==> config.mk <==
export PLATFORM = sky130hd
export DESIGN_NAME = fetch_unit
export DESIGN_NICKNAME = d
export VERILOG_FILES = /design/src/rtl/fetch_pkg.sv /design/src/rtl/fetch_unit.sv
export SDC_FILE = /design/constraint.sdc
export NUM_CORES = 1
export LEC_CHECK = 0
export CAP_MARGIN = 30
export CORE_UTILIZATION = 42
export DETAILED_ROUTE_END_ITERATION = 10
export PLACE_DENSITY = 0.8
export SYNTH_ARGS = -nofsm -noshare
export SYNTH_HDL_FRONTEND = slang
export SYNTH_SLANG_ARGS = --single-unit
==> constraint.sdc <==
create_clock -name clk -period 3.9 [get_ports clk]
set_clock_uncertainty 0.1 [all_clocks]
set_input_delay 0.585 -clock clk [delete_from_list [all_inputs] [get_ports clk]]
set_output_delay 0.585 -clock clk [all_outputs]
set_load 0.01 [all_outputs]
==> src/rtl/fetch_pkg.sv <==
// Shared types and defaults for the program-counter / flash-fetch stage.
// Latency: n/a (types and constants only).
// Backpressure: n/a.
package fetch_pkg;

  localparam int unsigned ADDR_W_DEF = 12;
  localparam logic [ADDR_W_DEF-1:0] RESET_PC_DEF = 12'h000;

  typedef enum logic [1:0] {
    RST_ST = 2'd0,
    FETCH  = 2'd1,
    HOLD   = 2'd2
  } fetch_state_t;

endpackage

==> src/rtl/fetch_unit.sv <==
// PC register plus flash byte fetch; hands each byte to the control unit with a 1-cycle strobe.
// Latency: ack in cycle N gives flash_data/byte_valid in N+1; pc_inc/pc_load in HOLD gives new pc and flash_req in the next cycle.
// Backpressure: flash may stall ack indefinitely (request held stable); control unit paces fetches via pc_inc/pc_load in HOLD.
module fetch_unit
  import fetch_pkg::*;
#(
  parameter int unsigned ADDR_W = ADDR_W_DEF,
  parameter logic [ADDR_W-1:0] RESET_PC = RESET_PC_DEF
) (
  input  logic              clk,
  input  logic              rst,
  input  logic              pc_inc,
  input  logic              pc_load,
  input  logic [ADDR_W-1:0] pc_next,
  output logic              flash_req,
  output logic [ADDR_W-1:0] flash_addr,
  input  logic              flash_ack,
  input  logic [7:0]        flash_rdata,
  output logic [7:0]        flash_data,
  output logic              byte_valid,
  output logic [ADDR_W-1:0] pc,
  output logic              busy
);

  fetch_state_t      state, state_nxt;
  logic [ADDR_W-1:0] pc_nxt;
  logic [7:0]        data_nxt;
  logic              valid_nxt;
  logic              redir_pend, redir_pend_nxt;
  logic [ADDR_W-1:0] redir_addr, redir_addr_nxt;

  // State and datapath registers; reset abandons any in-flight flash read.
  always_ff @(posedge clk) begin
    if (rst) begin
      state      <= RST_ST;
      pc         <= RESET_PC;
      flash_data <= 8'h00;
      byte_valid <= 1'b0;
      redir_pend <= 1'b0;
      redir_addr <= '0;
    end else begin
      state      <= state_nxt;
      pc         <= pc_nxt;
      flash_data <= data_nxt;
      byte_valid <= valid_nxt;
      redir_pend <= redir_pend_nxt;
      redir_addr <= redir_addr_nxt;
    end
  end

  // Next-state logic: a redirect seen during a fetch is parked until the
  // flash answers, so the address stays stable for the whole transaction.
  always_comb begin
    state_nxt      = state;
    pc_nxt         = pc;
    data_nxt       = flash_data;
    valid_nxt      = 1'b0;
    redir_pend_nxt = redir_pend;
    redir_addr_nxt = redir_addr;
    case (state)
      RST_ST: begin
        state_nxt = FETCH;
      end
      FETCH: begin
        if (flash_ack) begin
          if (redir_pend || pc_load) begin
            // Stale byte: drop it and restart at the redirect target.
            pc_nxt         = pc_load ? pc_next : redir_addr;
            redir_pend_nxt = 1'b0;
          end else begin
            data_nxt  = flash_rdata;
            valid_nxt = 1'b1;
            state_nxt = HOLD;
          end
        end else if (pc_load) begin
          redir_addr_nxt = pc_next;
          redir_pend_nxt = 1'b1;
        end
      end
      HOLD: begin
        if (pc_load) begin
          pc_nxt    = pc_next;
          state_nxt = FETCH;
        end else if (pc_inc) begin
          pc_nxt    = pc + ADDR_W'(1);
          state_nxt = FETCH;
        end
      end
      default: begin
        state_nxt = RST_ST;
      end
    endcase
  end

  assign flash_req  = (state == FETCH);
  assign flash_addr = pc;
  assign busy       = (state != HOLD);

endmodule

==> results of run 1 <==
[stage by stage]
step / instances / cell area, um^2 / util, % / hold slack (ns) / power [mW]
final: 319 / 2450 / 56.3 / 0.358 / 0.785
after floorplan: 225 / 1900 / - / 0.330 / 0.469
after global placement: 311 / 2360 / 54.2 / 0.345 / 0.519
after global routing: 319 / 2450 / 56.3 / 0.383 / 0.819
after CTS: 319 / 2450 / 56.3 / 0.359 / 0.792
after detailed placement: 311 / 2360 / 54.2 / 0.350 / 0.521
[flip-flops by register name, summed over array words and instances, names as in the netlist]
register,cells
redir_addr,12
flash_data,8
flash_addr,12
redir_pend,1
state,2
byte_valid,1
[cell type report]
type / instances / area share [%]
clock buffer: 8 / 3.68
multi-input combinational: 158 / 39.1
sequential: 36 / 29.4
timing repair buffer: 60 / 24.4
inverter: 5 / 0.766
tap: 52 / 2.65
[final timing paths]
kind / startpoint / slack, ns / depth (start not counted) / to
max reg2reg: state[0] / 1.96 / 4 / redir_addr[3]
max: pc_load / 1.20 / 5 / redir_addr[3]
min: redir_addr[2] / 0.36 / 2 / redir_addr[2]
min reg2reg: redir_addr[2] / 0.36 / 2 / redir_addr[2]
[routing by layer]
metal  share of wire (%)  routed length [um]
met1                  47                2120
met2                  46                2090
met3                 6.4                 293
met4                 1.0                  47
met5                   0                   0
[layout by cell type (no fill, tap or decap), types with 2 or more instances in the layout]
cell	synthesis	layout
clkdlybuf4s50_1	0	59
dfxtp_1	36	36
nand2_1	35	35
a21oi_1	21	21
nor2_1	14	14
nand3_1	11	11
mux2i_1	10	10
o21ai_0	7	7
and2_1	6	6
clkbuf_8	1	6
inv_1	5	5
a31oi_1	5	5
nand2b_1	4	4
nor2b_1	3	3
a31o_2	3	3
nor3_1	3	3
o221ai_1	3	3
nor3b_2	2	2
o211ai_1	2	2
mux2_2	2	2
o32ai_1	2	2
a21o_1	2	2
a32o_1	2	2
clkbuf_1	2	2
[power breakdown]
group          internal, mW  switching, mW
sequential            0.380         0.0125
combinational        0.0651         0.0550
clock                 0.144          0.128
total                 0.590          0.196
[cells by family after synthesis]
logic type	share of synthesized area [%]
and+or+nand+nor	22.8
AOI/OAI and AO/OA	20.5
DFF	37.9
buffers and inverters	11.7
muxes	6.45
adders and majority gates	0.658
[Yosys cell counts (all sizes together), types with 3 or more instances]
library cell | n | area share, %
a21oi | 21 | 5.5
nand3 | 11 | 2.9
o221ai | 3 | 1.4
inv | 5 | 0.99
nor2 | 14 | 2.8
clkbuf | 4 | 1.4
nand2b | 4 | 1.3
mux2i | 10 | 5.3
nor2b | 3 | 0.99
o21ai | 7 | 1.8
nor3b | 3 | 1.7
nor3 | 3 | 0.79
and2 | 6 | 2.0
buf | 22 | 9.3
nand2 | 35 | 6.9
a31o | 4 | 1.8
dfxtp | 36 | 38
a31oi | 5 | 1.6
[critical path: stages]
cell	delay, ns
clkdlybuf4s50_1	0.91
inv_1	0.36
nor3b_2	0.68
nand2_1	0.14
a21oi_1	0.14
==> impl_metrics.toml, run 1 <==
[finish]
nFillCells = 405
drive_above_1_share_pct = 6.37
area_delta_synth_final_pct = 28.9
fin_nets = 292
antenna_cells = 0
regArea_um2 = 721
multi_input_area_um2 = 958

[global_routing]
grt_util_met3_pct = 5.96
grt_pass1_wl_um = 7400
top_usage_layer = "met2"
gr-usage-met2_pct = 28.2
overflow = 0
grt_antenna_before_repair = 0
grt.met1_usage_pct = 26.3
grt_pass1_vias = 1539
grt_max_degree = 34
grtUsageTotal_pct = 19.1

[sta]
max_slew_margin_pct = 53.0
slew_violations = 0
min_period_over_period_pct = 69.1
setup_violations = 0
final-hold-violation-count = 0
setup_ws_ns = 1.20
tns_ns = 0
worst_slew_pin_slew_ns = 0.702
timing.fmax_mhz = 371
fin_crit_ns = 2.70
rsz0062_at_grt = "false"

[worst_setup_path]
start_kind = "primary input"
arrival_ns = 2.82
crit_fanout = 21
cp-end-kind = "register"
crit_type = "in -> reg"
required_ns = 4.02

[clock_tree]
root_buffer = "clkbuf_8"
post_cts_resized = 0
cts_tree = "done"
numClockSinks = 36
cts_setup_buffers = 0
ctsHoldBuffers = 0
clk_pin_slew_worst_paths_ns = 0.07
cts_buffers = 5
clock_latency_ns = 0.28
cts_max_level = 2
clock_path_buffers = 2

[power]
power_density_nw_per_um2 = 320
vdd_drop_max_mv = 0.168
p_leak_nw = 0.890

[logic_synthesis]
synth.avg_cell_area_um2 = 8.45
ys_seq_elements = 36
synth_flop_cell = "dfxtp_1"
synthDistinctLibCells = 48
syn_area_um2 = 1900
async_flop_share_pct = 0
ys_seq_area_share_pct = 37.9
syn_inst = 225
yosysWarnings = 0
synth_edf_count = 0
syn-num-nets = 251

[die]
rows = 24
coreArea_um2 = 4350
fp.dieW_um = 69.3
io_pins = 60
die_area_um2 = 4800
initial_core_util_pct = 43.7
fp.dieH_um = 69.3

[drt]
avgRoutedWirePerCell_um = 14.3
antenna_left = 0
remaining_drc_errors = 0
vias = 1746
drt-total-wl_um = 4560
vias_per_cell = 5.47
first_pass_iters = 4
drtIter0Drc = 163

[job]
cap_viol_max_count = 0

[placed_design]
port_buffers = 59
hpwl_um = 3250
place_ws_ns = 0.948
gp_congestion = 0.829

[worst_hold_path]
hp-class = "reg -> reg"

[status]
outcome = "finished, final reports clean"
No activity file was read; power rests on OpenSTA's default activity.
==> run 2: changes to the inputs <==
Settings changed: PLACE_DENSITY 0.8 to 0.83.
Clock period 3.9 ns to 2.24 ns, I/O delays scaled along.
==> impl_metrics.toml, run 2 (synthesis results as in run 1) <==
[status]
outcome = "finished, final reports clean"

[die]
fp.dieH_um = 69.3
initial_core_util_pct = 43.7
coreArea_um2 = 4350
rows = 24
fp.dieW_um = 69.3
io_pins = 60
die_area_um2 = 4800

[sta]
timing.fmax_mhz = 470
worst_slew_pin_slew_ns = 0.514
min_period_over_period_pct = 94.9
hold_slack_ns = 0.357
slew_violations = 0
setup_violations = 0
final-hold-violation-count = 0
fin_crit_ns = 2.13
rsz0062_at_grt = "false"
tns_ns = 0
max_slew_margin_pct = 65.6

[finish]
antenna_cells = 0
fin_nets = 300
layout_commonest_cell = "clkdlybuf4s50_1"
drive_above_1_share_pct = 10.2
final_cell_mix = "59 x clkdlybuf4s50_1, 36 x dfxtp_1, 35 x nand2_1"
nFillCells = 395
final_cells = 327
area_delta_synth_final_pct = 32.3

[clock_tree]
cts_max_level = 2
clk_pin_slew_worst_paths_ns = 0.07
root_buffer = "clkbuf_8"
clock_latency_ns = 0.29
ctsHoldBuffers = 0
numClockSinks = 36
cts_buffers = 5
clock_path_buffers = 2
cts_tree = "done"
post_cts_resized = 0
cts_setup_buffers = 0

[drt]
first_pass_iters = 5
drtIter0Drc = 139
vias = 1797
antenna_left = 0
remaining_drc_errors = 0
vias_per_cell = 5.50
avgRoutedWirePerCell_um = 14.8
drt-total-wl_um = 4830

[global_routing]
grt_pass1_wl_um = 7930
grt_pass1_vias = 1641
grtUsageTotal_pct = 20.4
grt_max_degree = 33
overflow = 0
grt_antenna_before_repair = 0

[worst_setup_path]
crit_slowest_cell = "clkdlybuf4s50_1"
cp_cell_sequence = "nand2b_1 > clkdlybuf4s50_1"
crit_fanout = 9
critPathBufInv = 1
crit_type = "reg -> out"
start_kind = "register"
slowest_delay_ns = 0.60
critPathTopFamily = "buffers and inverters"
required_ns = 1.80
cp-end-kind = "output pin"
arrival_ns = 1.69

[placed_design]
hpwl_um = 3310
gp_congestion = 0.919
port_buffers = 59
dp_cells = 319

[power]
vdd_drop_max_mv = 0.406
p_leak_nw = 0.934
power_density_nw_per_um2 = 550
p_total_mw = 1.38

[worst_hold_path]
hp-class = "reg -> reg"

[job]
cap_viol_max_count = 0
[run 2: cell types whose count changed in the layout (fill, tap and decap cells not counted), sizes merged]
| cell | change |
|---|---|
| buf | +8 |
| clkinv | +2 |
| clkbuf | -2 |
[run 2: final cells by class]
cell class | instances | area [um^2] | share of cell area, %
clock buffers | 6 | 82.6 | 3.28
well taps | 52 | 65.1 | 2.59
multi-input cells | 158 | 961 | 38.2
flip-flops and latches | 36 | 721 | 28.6
clock inverters | 2 | 10.0 | 0.398
repair buffers | 68 | 658 | 26.2
inverters | 5 | 18.8 | 0.746
[run 2: worst paths after layout]
kind,depth (start not counted),slack (ns),endpoint,start
worst max-delay path,2,0.11,busy,state[0]
worst min-delay path,2,0.36,redir_addr[8],redir_addr[8]
worst max register to register,5,0.39,flash_addr[6],state[1]
worst min register to register,2,0.36,redir_addr[8],redir_addr[8]
[run 2: layer usage]
| metal | wire (um) | track usage (%) | up-vias |
|---|---|---|---|
| met5 | 0 | 0 | - |
| met4 | 57 | 7.03 | 0 |
| met3 | 265 | 4.36 | 4 |
| met2 | 2250 | 31.9 | 61 |
| met1 | 2260 | 27.9 | 845 |
| li1 | - | - | 887 |
[run 2: worst reg2reg max path, cell delays in order (launching register included)]
cell and delay, ns:
dfxtp_1 0.52, or3b_1 0.45, buf_4 0.18, nor4_1 0.24
a221oi_1 0.13, o32ai_1 0.15
[run 2: stage by stage]
step | worst slack, ns | area (um^2) | util (%)
floorplan | 0.599 | 1900 | -
global placement | 0.111 | 2420 | 55.6
detailed placement | 0.0507 | 2420 | 55.6
CTS | 0.0613 | 2510 | 57.7
global route | 0.00248 | 2520 | 57.8
finish | 0.113 | 2520 | 57.8
[run 2: report_power, final]
part,internal [mW],switching [mW]
Sequential,0.662,0.0223
Clock,0.245,0.236
Combinational,0.120,0.0993
Total,1.03,0.357
